## src/rtl/fifo_pkg.sv

```systemverilog
// Shared FIFO definitions: read-mode constants, pointer width helper, flag vector layout.
package fifo_pkg;

  // Read modes
  localparam int unsigned FIFO_MODE_STD  = 0;
  localparam int unsigned FIFO_MODE_FWFT = 1;

  // Bit positions inside the registered status flag vector
  localparam int unsigned FLAG_FULL   = 0;
  localparam int unsigned FLAG_EMPTY  = 1;
  localparam int unsigned FLAG_AFULL  = 2;
  localparam int unsigned FLAG_AEMPTY = 3;
  localparam int unsigned FLAG_OVF    = 4;
  localparam int unsigned FLAG_UNF    = 5;
  localparam int unsigned NUM_FLAGS   = 6;

  // Pointer width: address bits plus one wrap bit to tell full from empty
  function automatic int unsigned ptr_width(input int unsigned depth);
    return int'($clog2(depth)) + 1;
  endfunction

endpackage

```

## src/rtl/fifo_mem_dp.sv

```systemverilog
// Register-array storage: one synchronous write port, one asynchronous read port.
module fifo_mem_dp #(
  parameter int unsigned WIDTH = 8,
  parameter int unsigned DEPTH = 8,
  parameter int unsigned AW    = 3
) (
  input  logic             clk_i,
  input  logic             we_i,
  input  logic [AW-1:0]    waddr_i,
  input  logic [WIDTH-1:0] wdata_i,
  input  logic [AW-1:0]    raddr_i,
  output logic [WIDTH-1:0] rdata_o
);

  logic [WIDTH-1:0] mem_q [DEPTH];

  // Write port; contents are intentionally not reset
  always_ff @(posedge clk_i) begin
    if (we_i) begin
      mem_q[waddr_i] <= wdata_i;
    end
  end

  assign rdata_o = mem_q[raddr_i];

endmodule

```

## src/rtl/fifo_sync_v2.sv

```systemverilog
// Synchronous FIFO with occupancy count, almost-full/empty thresholds,
// standard or first-word-fall-through read mode and sticky error flags.
module fifo_sync_v2
  import fifo_pkg::*;
#(
  parameter int unsigned WIDTH  = 8,
  parameter int unsigned DEPTH  = 8,
  parameter int unsigned AF_LVL = 6,
  parameter int unsigned AE_LVL = 2,
  parameter int unsigned FWFT   = 0
) (
  input  logic                       clk_i,
  input  logic                       reset_ni,
  input  logic [WIDTH-1:0]           din_i,
  input  logic                       wr_en_i,
  input  logic                       rd_en_i,
  input  logic                       clr_err_i,
  output logic [WIDTH-1:0]           dout_o,
  output logic                       valid_o,
  output logic                       full_o,
  output logic                       empty_o,
  output logic                       almost_full_o,
  output logic                       almost_empty_o,
  output logic [$clog2(DEPTH):0]     count_o,
  output logic                       overflow_o,
  output logic                       underflow_o
);

  localparam int unsigned PW = ptr_width(DEPTH);
  localparam int unsigned AW = PW - 1;

  logic [PW-1:0]        wr_ptr_q, rd_ptr_q, count_q;
  logic [PW-1:0]        wr_ptr_n, rd_ptr_n, count_n;
  logic [NUM_FLAGS-1:0] flags_q, flags_n;
  logic                 wr_acc_c, rd_acc_c;
  logic [WIDTH-1:0]     mem_rdata;

  fifo_mem_dp #(
    .WIDTH (WIDTH),
    .DEPTH (DEPTH),
    .AW    (AW)
  ) u_mem (
    .clk_i   (clk_i),
    .we_i    (wr_acc_c),
    .waddr_i (wr_ptr_q[AW-1:0]),
    .wdata_i (din_i),
    .raddr_i (rd_ptr_q[AW-1:0]),
    .rdata_o (mem_rdata)
  );

  // Accept decisions, next pointers, next occupancy and next flag vector
  always_comb begin
    wr_acc_c = 1'b0;
    rd_acc_c = 1'b0;
    wr_ptr_n = wr_ptr_q;
    rd_ptr_n = rd_ptr_q;
    count_n  = count_q;
    flags_n  = flags_q;

    // Only the registered flags of this cycle decide acceptance
    wr_acc_c = wr_en_i && !flags_q[FLAG_FULL];
    rd_acc_c = rd_en_i && !flags_q[FLAG_EMPTY];

    if (wr_acc_c) wr_ptr_n = wr_ptr_q + PW'(1);
    if (rd_acc_c) rd_ptr_n = rd_ptr_q + PW'(1);
    count_n = wr_ptr_n - rd_ptr_n;

    flags_n[FLAG_FULL]   = (count_n == PW'(DEPTH));
    flags_n[FLAG_EMPTY]  = (count_n == PW'(0));
    flags_n[FLAG_AFULL]  = (count_n >= PW'(AF_LVL));
    flags_n[FLAG_AEMPTY] = (count_n <= PW'(AE_LVL));

    // A fresh error in the same cycle overrides the clear request
    flags_n[FLAG_OVF] = (flags_q[FLAG_OVF] && !clr_err_i) ||
                        (wr_en_i && flags_q[FLAG_FULL]);
    flags_n[FLAG_UNF] = (flags_q[FLAG_UNF] && !clr_err_i) ||
                        (rd_en_i && flags_q[FLAG_EMPTY]);
  end

  // Pointer, count and flag registers
  always_ff @(posedge clk_i or negedge reset_ni) begin
    if (!reset_ni) begin
      wr_ptr_q             <= '0;
      rd_ptr_q             <= '0;
      count_q              <= '0;
      flags_q              <= '0;
      flags_q[FLAG_EMPTY]  <= 1'b1;
      flags_q[FLAG_AEMPTY] <= 1'b1;
    end else begin
      wr_ptr_q <= wr_ptr_n;
      rd_ptr_q <= rd_ptr_n;
      count_q  <= count_n;
      flags_q  <= flags_n;
    end
  end

  assign count_o        = count_q;
  assign full_o         = flags_q[FLAG_FULL];
  assign empty_o        = flags_q[FLAG_EMPTY];
  assign almost_full_o  = flags_q[FLAG_AFULL];
  assign almost_empty_o = flags_q[FLAG_AEMPTY];
  assign overflow_o     = flags_q[FLAG_OVF];
  assign underflow_o    = flags_q[FLAG_UNF];

  if (FWFT == FIFO_MODE_FWFT) begin : g_fwft
    // Head word presented straight from storage; masked to zero while empty
    assign dout_o  = flags_q[FLAG_EMPTY] ? '0 : mem_rdata;
    assign valid_o = !flags_q[FLAG_EMPTY];
  end else begin : g_std
    logic [WIDTH-1:0] dout_q;
    logic             valid_q;

    // Registered read data: captured on an accepted read, held otherwise
    always_ff @(posedge clk_i or negedge reset_ni) begin
      if (!reset_ni) begin
        dout_q  <= '0;
        valid_q <= 1'b0;
      end else begin
        valid_q <= rd_acc_c;
        if (rd_acc_c) dout_q <= mem_rdata;
      end
    end

    assign dout_o  = dout_q;
    assign valid_o = valid_q;
  end

endmodule

```

## config.mk

```make
export PLATFORM = sky130hd
export DESIGN_NAME = fifo_sync_v2
export DESIGN_NICKNAME = d
export VERILOG_FILES = /design/src/rtl/fifo_pkg.sv /design/src/rtl/fifo_mem_dp.sv /design/src/rtl/fifo_sync_v2.sv
export SDC_FILE = /design/constraint.sdc
export NUM_CORES = 1
export LEC_CHECK = 0
export CORE_UTILIZATION = 45
export DETAILED_ROUTE_END_ITERATION = 12
export PLACE_DENSITY = 0.67
export SETUP_SLACK_MARGIN = 0.5
export SLEW_MARGIN = 0
export SYNTH_ARGS = -nofsm -noshare
export SYNTH_HDL_FRONTEND = slang
export SYNTH_HIERARCHICAL = 1
export SYNTH_SLANG_ARGS = --single-unit
```

## constraint.sdc

```tcl
create_clock -name clk_i -period 2.4 [get_ports clk_i]
set_clock_uncertainty 0.2 [all_clocks]
set_input_delay 0.36 -clock clk_i [delete_from_list [all_inputs] [get_ports clk_i]]
set_output_delay 0.36 -clock clk_i [all_outputs]
set_load 0.005 [all_outputs]
```

==> results.json, run 1 <==
{
  "postRouteAntennaNets": 0,
  "yosysWarnings": 6,
  "maxCapViolCount": 0,
  "dp_hpwl_um": 3960,
  "rows": 32,
  "fin_area_sq_mm": 0.00472,
  "worst-endpoint-arrival_ns": 2.45,
  "grt_pass1_vias": 2040,
  "wl_um": 6750,
  "initial_utilization_pct": 47.2,
  "worstSetupPathType": "reg -> reg",
  "htree_levels": 3,
  "synth.avg_cell_area_sq_um": 18.2,
  "path_clk_slew_ns": 0.09,
  "final_nets": 293,
  "drt_iter0_drc": 106,
  "syn_area_sq_mm": 0.00370,
  "synth_nets": 223,
  "antenna_found_initial": 0,
  "insertion_delay_ns": 0.35,
  "path_max_fanout": 5,
  "place_ws_ns": -0.401,
  "tightest_slew_ns": 0.327,
  "max-slew-margin-rel_pct": 78.2,
  "final.period_utilization_pct": 99.9,
  "setup_viol": 0,
  "status": "completed",
  "grt_util_all_layers_pct": 17.6,
  "power.leakage_nw": 1.84,
  "period_minus_slack_ns": 2.40,
  "synth_commonest_cells": "edfxtp_1, nand2_1, dfrtp_1",
  "irDropWorstVdd_mv": 0.704,
  "first_pass_iters": 4,
  "wl_per_cell_um": 17.7,
  "cts_buffers": 9,
  "core-area_sq_mm": 0.00785,
  "stdcell_count": 381,
  "power_mw": 6.70,
  "pin_count": 32,
  "die-area_sq_mm": 0.00860,
  "rsz0062_at_grt": "true",
  "synthCells": 204,
  "fp.dieW_um": 92.7,
  "drc": 0,
  "hold_viol_final": 0,
  "gp_congestion": 0.726,
  "hold_path_class": "in -> async",
  "placed_cells": 354,
  "port_buffers": 31,
  "cts_tree": "built",
  "yosysUniqueCellTypes": 34,
  "overflow": 0,
  "drv_slew": 0,
  "cts.path.max_buffers": 2,
  "fin_util_pct": 60.2,
  "synthArstFlopShare_pct": 29.7,
  "fmaxAchievable_mhz": 417,
  "crit_path_end_kind": "flop",
  "cts_sinks": 91,
  "ys.flop_type": "edfxtp_1",
  "clk_root_buffer_cell": "clkbuf_8",
  "grt_max_degree": 28,
  "layout-drive-gt1-share_pct": 39.4,
  "die_h_um": 92.7,
  "grt_pass1_wl_um": 10900,
  "syn2layout_area_growth_pct": 27.5,
  "synth-edff-count": 64,
  "dr_total_vias": 1947,
  "power_density_mw_per_mm2": 1420,
  "dpl-instance-area_sq_mm": 0.00429,
  "ys_ff_latch": 91,
  "synth.top_cell.area_share_pct": 51.9,
  "seq_area_frac_synth_pct": 70.2,
  "yosys.cell_count.top_type": "edfxtp_1",
  "yosysTopAreaCell": "edfxtp_1",
  "antenna_cells": 0,
  "startpoint_type": "flop",
  "synth.area.top_cells": "edfxtp_1, dfrtp_1, mux4_1",
  "fin_ws_ns": 0.00305,
  "via_per_inst": 5.11,
  "cp.required_ns": 2.45
}
-- flip-flops by register name, summed over array words and instances, names as in the netlist, named ones only --
signal / count
valid_o: 1
flags_q: 6
dout_o: 8
count_o: 4
u_mem/mem_q: 64
wr_ptr_q: 4
rd_ptr_q: 3
-- report_power, final --
part	switching (mW)	internal, mW	leakage [nW]
sequential	0.153	2.08	0.904
clock	0.539	0.602	0.109
combinational	1.50	1.83	0.827
total	2.19	4.51	1.84
-- critical path, cell delays in order, from the launching register on --
cell and delay [ns]:
dfstp_2 0.55, nand2b_4 0.16, inv_6 0.05, nand2_4 0.07, xnor2_4 0.13, inv_2 0.07
ha_4 0.29, nand2_2 0.05, o21ai_2 0.14, xor3_2 0.34, nor4_2 0.23
-- repair_timing --
item	4_1_cts	5_1_grt
pin swaps	11	3
setup buffers	8	3
gates cloned	0	0
hold buffers	0	0
resized for setup	55	8
setup endpoints to repair	17	16
-- layout by cell type (no fill, tap or decap), drive strengths merged, types with 5 or more instances in the layout --
master	instances
edfxtp	64
buf	36
nand2	31
clkdlybuf4s50	26
dfrtp	25
mux4	16
inv	14
clkbuf	10
mux2	9
nor2	6
ha	5
-- cell type report --
| class | instances | area [sq um] |
|---|---|---|
| clock buffer | 10 | 128 |
| fill | 601 | 3130 |
| inverter | 11 | 48.8 |
| clock inverter | 6 | 96.3 |
| multi-input combinational | 94 | 1090 |
| sequential | 91 | 2600 |
| tap | 102 | 128 |
| timing repair buffer | 67 | 626 |
-- final timing paths --
check / to / slack (ns) / start / cells after the start
setup reg to reg: flags_q[1] / 0.003 / flags_q[1] / 10
hold / removal: dout_o[5] / 0.17 / reset_ni / 2
min in group clk_i: flags_q[4] / 0.18 / wr_en_i / 3
hold reg to reg: dout_o[4] / 0.28 / dout_o[4] / 2
setup / recovery: flags_q[1] / 0.003 / flags_q[1] / 10
max in group asynchronous: flags_q[1] / 1.54 / reset_ni / 2
-- cells by family (layout without fill, tap and decap cells) --
family / count (synthesis) / count (layout) / share of synthesized area (%)
AO/OA/AOI/OAI: 6 / 6 / 1.08
XOR/XNOR: 8 / 8 / 2.53
adder cells (fa/ha/maj): 6 / 6 / 2.23
buffers and inverters: 19 / 94 / 3.07
flip-flops: 91 / 91 / 70.2
multiplexers: 26 / 26 / 14.3
AND/OR/NAND/NOR: 48 / 48 / 6.62
-- metrics by stage --
stage	setup TNS (ns)	hold slack (ns)
2_1_floorplan	0	-0.136
3_3_place_gp	-1.82	0.258
3_5_place_dp	-2.19	0.264
4_1_cts	0	0.165
5_1_grt	-0.0257	0.192
6_report	0	0.172
-- routing by layer --
layer	wire [um]	part of all wire, %	vias to the layer above	global-route usage (%)
met2	3400	50	48	28.5
li1	-	-	889	-
met1	2970	44	1003	23.6
met5	0	0	-	0
met3	271	4.0	7	3.04
met4	101	1.5	0	7.95
Note: power is estimated with default switching activity, not from simulation.
==> run 2: changes to the inputs <==
CORE_ASPECT_RATIO = 0.6   (was default)
PLACE_DENSITY = default   (was 0.67)
clock period = 2.65 ns   (was 2.4 ns; I/O delays follow)
==> results.json, run 2 (synthesis results as in run 1) <==
{
  "status": "completed",
  "grt_pass1_wl_um": 10900,
  "cts.path.max_buffers": 2,
  "r2r_slack_ns": 0.36,
  "pin_count": 32,
  "cts_tree": "built",
  "via_per_inst": 4.91,
  "m1WireLength_um": 3580,
  "hold_viol_final": 0,
  "cp.required_ns": 2.68,
  "clk_root_buffer_cell": "clkbuf_16",
  "postRouteAntennaNets": 0,
  "startpoint_type": "flop",
  "worst-endpoint-arrival_ns": 2.32,
  "grt_util_all_layers_pct": 18.5,
  "gp_congestion": 0.717,
  "first_pass_iters": 4,
  "setup.worst_path.end": "flags_q[0]",
  "grt_pass1_vias": 1926,
  "largest_reg_flops": 64,
  "final_nets": 291,
  "intPower_mw": 4.21,
  "insertion_delay_ns": 0.34,
  "drc": 0,
  "worstRegToRegCells": 10,
  "power.leakage_nw": 1.88,
  "clockPowerShare_pct": 23.5,
  "syn2layout_area_growth_pct": 29.1,
  "htree_levels": 3,
  "tightest_slew_ns": 0.358,
  "die_h_um": 72.3,
  "placed_cells": 363,
  "worstSetupPathType": "reg -> reg",
  "path_clk_slew_ns": 0.06,
  "power_switching_mw": 1.89,
  "hold_path_class": "in -> async",
  "fp.dieW_um": 119,
  "maxCapViolCount": 0,
  "irDropWorstVdd_mv": 0.544,
  "crit_start": "flags_q[1]",
  "layout_commonest_cell": "edfxtp_1",
  "antenna_cells": 0,
  "power_density_mw_per_mm2": 1280,
  "path_max_fanout": 5,
  "final_cell_mix": "edfxtp_1, buf_4, clkdlybuf4s50_1",
  "pwr-share-seq_pct": 33.2,
  "fmaxAchievable_mhz": 436,
  "dp_hpwl_um": 4730,
  "wl_met3_um": 325,
  "max-slew-margin-rel_pct": 76.1,
  "finalHoldWorstSlack_ns": 0.231,
  "r2r_start": "flags_q[1]",
  "drv_slew": 0,
  "antenna_found_initial": 0,
  "core-area_sq_mm": 0.00791,
  "fin_tns_setup_ns": 0,
  "cts_sinks": 91,
  "top_layer": "met4",
  "wl_per_cell_um": 18.1,
  "initial_utilization_pct": 46.8,
  "wl_um": 6960,
  "top_register": "u_mem/mem_q",
  "overflow": 0,
  "stdcell_count": 385,
  "drt_iter0_drc": 96,
  "power.share.combinational_pct": 43.2,
  "switching_share_pct": 31.0,
  "rsz0062_at_grt": "true",
  "route.met2.wl_um": 2960,
  "rows": 25,
  "grt_max_degree": 28,
  "die-area_sq_mm": 0.00861,
  "cts_buffers": 9,
  "layout-drive-gt1-share_pct": 31.4,
  "period_minus_slack_ns": 2.29,
  "final.period_utilization_pct": 86.5,
  "dr_total_vias": 1890,
  "r2r-end": "flags_q[0]",
  "setup_viol": 0,
  "crit_path_end_kind": "flop",
  "port_buffers": 31
}
-- run 2: power by group through the flow --
stage | clock network (mW) | logic [mW] | registers [mW]
2_1_floorplan | 0 | 1.39 | 2.06
3_3_place_gp | 0 | 2.28 | 2.05
3_5_place_dp | 0 | 2.32 | 2.05
4_1_cts | 1.46 | 2.61 | 2.03
5_1_grt | 1.51 | 2.85 | 2.06
6_report | 1.43 | 2.64 | 2.03
-- run 2: stage by stage --
| stage | area, sq um | power, mW | utilization, % | worst slack [ns] |
|---|---|---|---|---|
| floorplan | 3730 | 3.45 | - | 0.317 |
| global placement | 4310 | 4.33 | 54.4 | -0.156 |
| detailed placement | 4310 | 4.38 | 54.4 | -0.207 |
| CTS | 4770 | 6.09 | 60.3 | 0.254 |
| global route | 4780 | 6.42 | 60.4 | 0.285 |
| finish | 4780 | 6.10 | 60.4 | 0.359 |
-- run 2: worst min path at each step --
stage | from | endpoint | slack [ns] | cells past startpoint
floorplan | reset_ni | async pin | -0.1 | 0
global placement | dout_o[6] | dout_o[6] | 0.26 | 2
detailed placement | dout_o[5] | dout_o[5] | 0.26 | 2
CTS | wr_en_i | flags_q[4] | 0.22 | 3
global route | reset_ni | rd_ptr_q[3] | 0.25 | 2
finish | reset_ni | rd_ptr_q[3] | 0.23 | 2
-- run 2: repair_timing --
action / in CTS / in global routing
buffers inserted: 5 / 1
resized for setup: 23 / 1
hold buffers: 0 / 0
endpoints found under the hold margin: 0 / 0
endpoints found under the setup margin: 7 / 7
pin swaps: 12 / 3
-- run 2: area by class of cell --
type	count	area [sq um]
Inverter	11	48.8
Fill cell	599	3130
Sequential cell	91	2600
Clock buffer	9	225
Tap cell	108	135
Timing Repair Buffer	65	574
Multi-Input combinational cell	94	1080
Clock inverter	7	115
-- run 2: critical path, stage by stage (launching register included) --
cell and delay, ns:
dfstp_2 0.56, nand2b_4 0.16, inv_6 0.05, nand2_4 0.05, xnor2_2 0.12, inv_2 0.07, ha_4 0.28, nand2_2 0.05
o21ai_2 0.12, xor3_2 0.34, and4_1 0.18
-- run 2: routing by layer --
metal | up-vias | GRT usage (%)
met2 | 37 | 26.0
li1 | 902 | -
met3 | 9 | 5.90
met1 | 942 | 26.8
met4 | 0 | 7.31
met5 | - | 0
==> run 3: changes to the inputs <==
ABC_AREA = 1   (was default)
MAX_ROUTING_LAYER = met4   (was default)
==> results.json, run 3 <==
{
  "startpoint_type": "flop",
  "ys.flop_type": "edfxtp_1",
  "grt_pass1_vias": 2664,
  "pin_count": 32,
  "switching_share_pct": 37.0,
  "synth_nets": 437,
  "layout-drive-gt1-share_pct": 20.0,
  "crit_chain": "nor2_4, or2_4, o21ai_4, inv_2, fa_2, xor2_4, nand3_2, a21oi_2",
  "htree_levels": 3,
  "die_h_um": 76.0,
  "power.leakage_nw": 2.45,
  "power_density_mw_per_mm2": 1200,
  "synthCells": 418,
  "cp_slowest_cell": "dfstp_2",
  "grt_pass1_wl_um": 14000,
  "drt_iter0_drc": 122,
  "antenna_found_initial": 0,
  "insertion_delay_ns": 0.34,
  "hold_path_class": "in -> async",
  "rsz0062_at_grt": "true",
  "initial_utilization_pct": 47.3,
  "setup_viol": 0,
  "yosysWarnings": 6,
  "dr_total_vias": 2784,
  "worstSetupPathType": "reg -> reg",
  "syn_area_sq_mm": 0.00411,
  "period_minus_slack_ns": 2.17,
  "gp_congestion": 0.802,
  "final.period_utilization_pct": 81.7,
  "final_nets": 503,
  "cts.path.max_buffers": 2,
  "synth.top_cell.area_share_pct": 46.8,
  "largest_reg_flops": 64,
  "ys_ff_latch": 91,
  "irDropWorstVdd_mv": 0.630,
  "grt_util_all_layers_pct": 20.7,
  "final_cell_mix": "nand2_1, inv_1, edfxtp_1",
  "yosys.cell_count.top_type": "nand2_1",
  "placed_cells": 573,
  "cts_buffers": 9,
  "crit_family": "flip-flops",
  "rows": 26,
  "fin_ws_ns": 0.484,
  "synth.area.top_cells": "edfxtp_1, dfrtp_1, nand2_1",
  "drc": 3,
  "postCtsHoldBufs": 0,
  "clk_root_buffer_cell": "clkbuf_16",
  "r2r_start": "flags_q[1]",
  "overflow": 0,
  "synth-edff-count": 64,
  "cp.required_ns": 2.71,
  "synthArstFlopShare_pct": 29.7,
  "status": "finished with violations",
  "fmaxAchievable_mhz": 462,
  "yosysUniqueCellTypes": 30,
  "cts_tree": "built",
  "port_buffers": 31,
  "intPower_mw": 3.95,
  "power_switching_mw": 2.32,
  "tightest_slew_ns": 0.399,
  "first_pass_iters": 9,
  "crit_start": "flags_q[1]",
  "core-area_sq_mm": 0.00869,
  "power.share.combinational_pct": 47.1,
  "worst-endpoint-arrival_ns": 2.23,
  "hold_viol_final": 0,
  "maxCapViolCount": 0,
  "drv_slew": 0,
  "yosysTopAreaCell": "edfxtp_1",
  "antenna_cells": 0,
  "die-area_sq_mm": 0.00953,
  "max_stage_delay_ns": 0.56,
  "pwr-share-seq_pct": 31.6,
  "path_max_fanout": 5,
  "clockPowerShare_pct": 21.3,
  "path_buf_inv": 1,
  "postRouteAntennaNets": 0,
  "path_clk_slew_ns": 0.06,
  "fp.dieW_um": 125,
  "violations": "design-rule violations",
  "grt_max_degree": 35,
  "max-slew-margin-rel_pct": 73.4,
  "layout_commonest_cell": "nand2_1",
  "cts_sinks": 91,
  "top_register": "u_mem/mem_q",
  "stdcell_count": 601,
  "synth_commonest_cells": "nand2_1, inv_1, edfxtp_1",
  "crit_path_end_kind": "flop",
  "via_per_inst": 4.63,
  "wl_um": 8710,
  "synth.avg_cell_area_sq_um": 9.83,
  "seq_area_frac_synth_pct": 63.3,
  "place_ws_ns": -0.132,
  "syn2layout_area_growth_pct": 27.4,
  "dp_hpwl_um": 5670,
  "wl_per_cell_um": 14.5
}
[run 3: cell count changes after synthesis, sizes merged, moves of 4 or more]
cell,previous run,this run
nand2,31,147
mux2,9,0
nand2b,4,0
nand3,0,38
mux4,16,0
inv,11,91
nor2,6,17
buf,6,12
[run 3: final timing paths]
kind                       slack, ns         end  depth (start not counted)
max reg2reg                     0.48  flags_q[0]                          8
min reg2reg                     0.27   dout_o[1]                          2
min in group clk_i              0.27   dout_o[1]                          2
max                             0.48  flags_q[0]                          8
max in group asynchronous       1.71  flags_q[3]                          2
min                             0.24  count_o[1]                          2
[run 3: area by class of cell]
cell class                 instances  area (sq um)
fill                             720          3450
sequential                        91          2600
multi-input combinational        224          1230
timing repair buffer              67           589
inverter                          91           349
clock buffer                      13           283
tap                              112           140
clock inverter                     3          41.3
[run 3: cells by family after synthesis]
family,after synthesis,share of synthesized area (%)
XOR/XNOR,4,0.853
buffers and inverters,103,11.0
AO/OA/AOI/OAI,8,1.34
adder cells (fa/ha/maj),6,2.01
AND/OR/NAND/NOR,206,21.6
flip-flops,91,63.3
[run 3: per-layer routing]
| metal | GRT usage [%] | wire (um) |
|---|---|---|
| met1 | 30.2 | 4470 |
| met2 | 28.5 | 3680 |
| met3 | 5.69 | 489 |
| met4 | 5.49 | 79 |
| met5 | - | 0 |
[run 3: through the flow]
stage	power, mW	instance area [sq um]	hold WS (ns)	utilization [%]	setup TNS (ns)
2_1_floorplan	3.70	4150	-0.0981	-	0
3_3_place_gp	4.46	4670	0.258	53.8	-0.170
3_5_place_dp	4.50	4670	0.259	53.8	-0.627
4_1_cts	6.10	5120	0.238	58.9	0
5_1_grt	6.72	5240	0.282	60.3	0
6_report	6.27	5240	0.237	60.3	0
[run 3: power groups by stage]
stage | Sequential, mW | Combinational, mW | Clock [mW]
floorplan | 2.01 | 1.69 | 0
global placement | 2.01 | 2.45 | 0
detailed placement | 2.01 | 2.49 | 0
CTS | 1.98 | 2.74 | 1.37
global route | 2.01 | 3.30 | 1.42
finish | 1.98 | 2.95 | 1.34
[run 3: what timing repair did]
action | 4_1_cts | 5_1_grt
pin swaps | 9 | 13
endpoints found under the hold margin | 0 | 0
cloned | 0 | 0
gates resized for setup | 18 | 19
endpoints found under the setup margin | 7 | 6
setup buffers | 7 | 5
[run 3: worst reg2reg max path, stage by stage, from the launching register on]
cell and delay (ns):
dfstp_2 0.56, nor2_4 0.07, or2_4 0.24, o21ai_4 0.08
inv_2 0.07, fa_2 0.42, xor2_4 0.21, nand3_2 0.12
a21oi_2 0.12
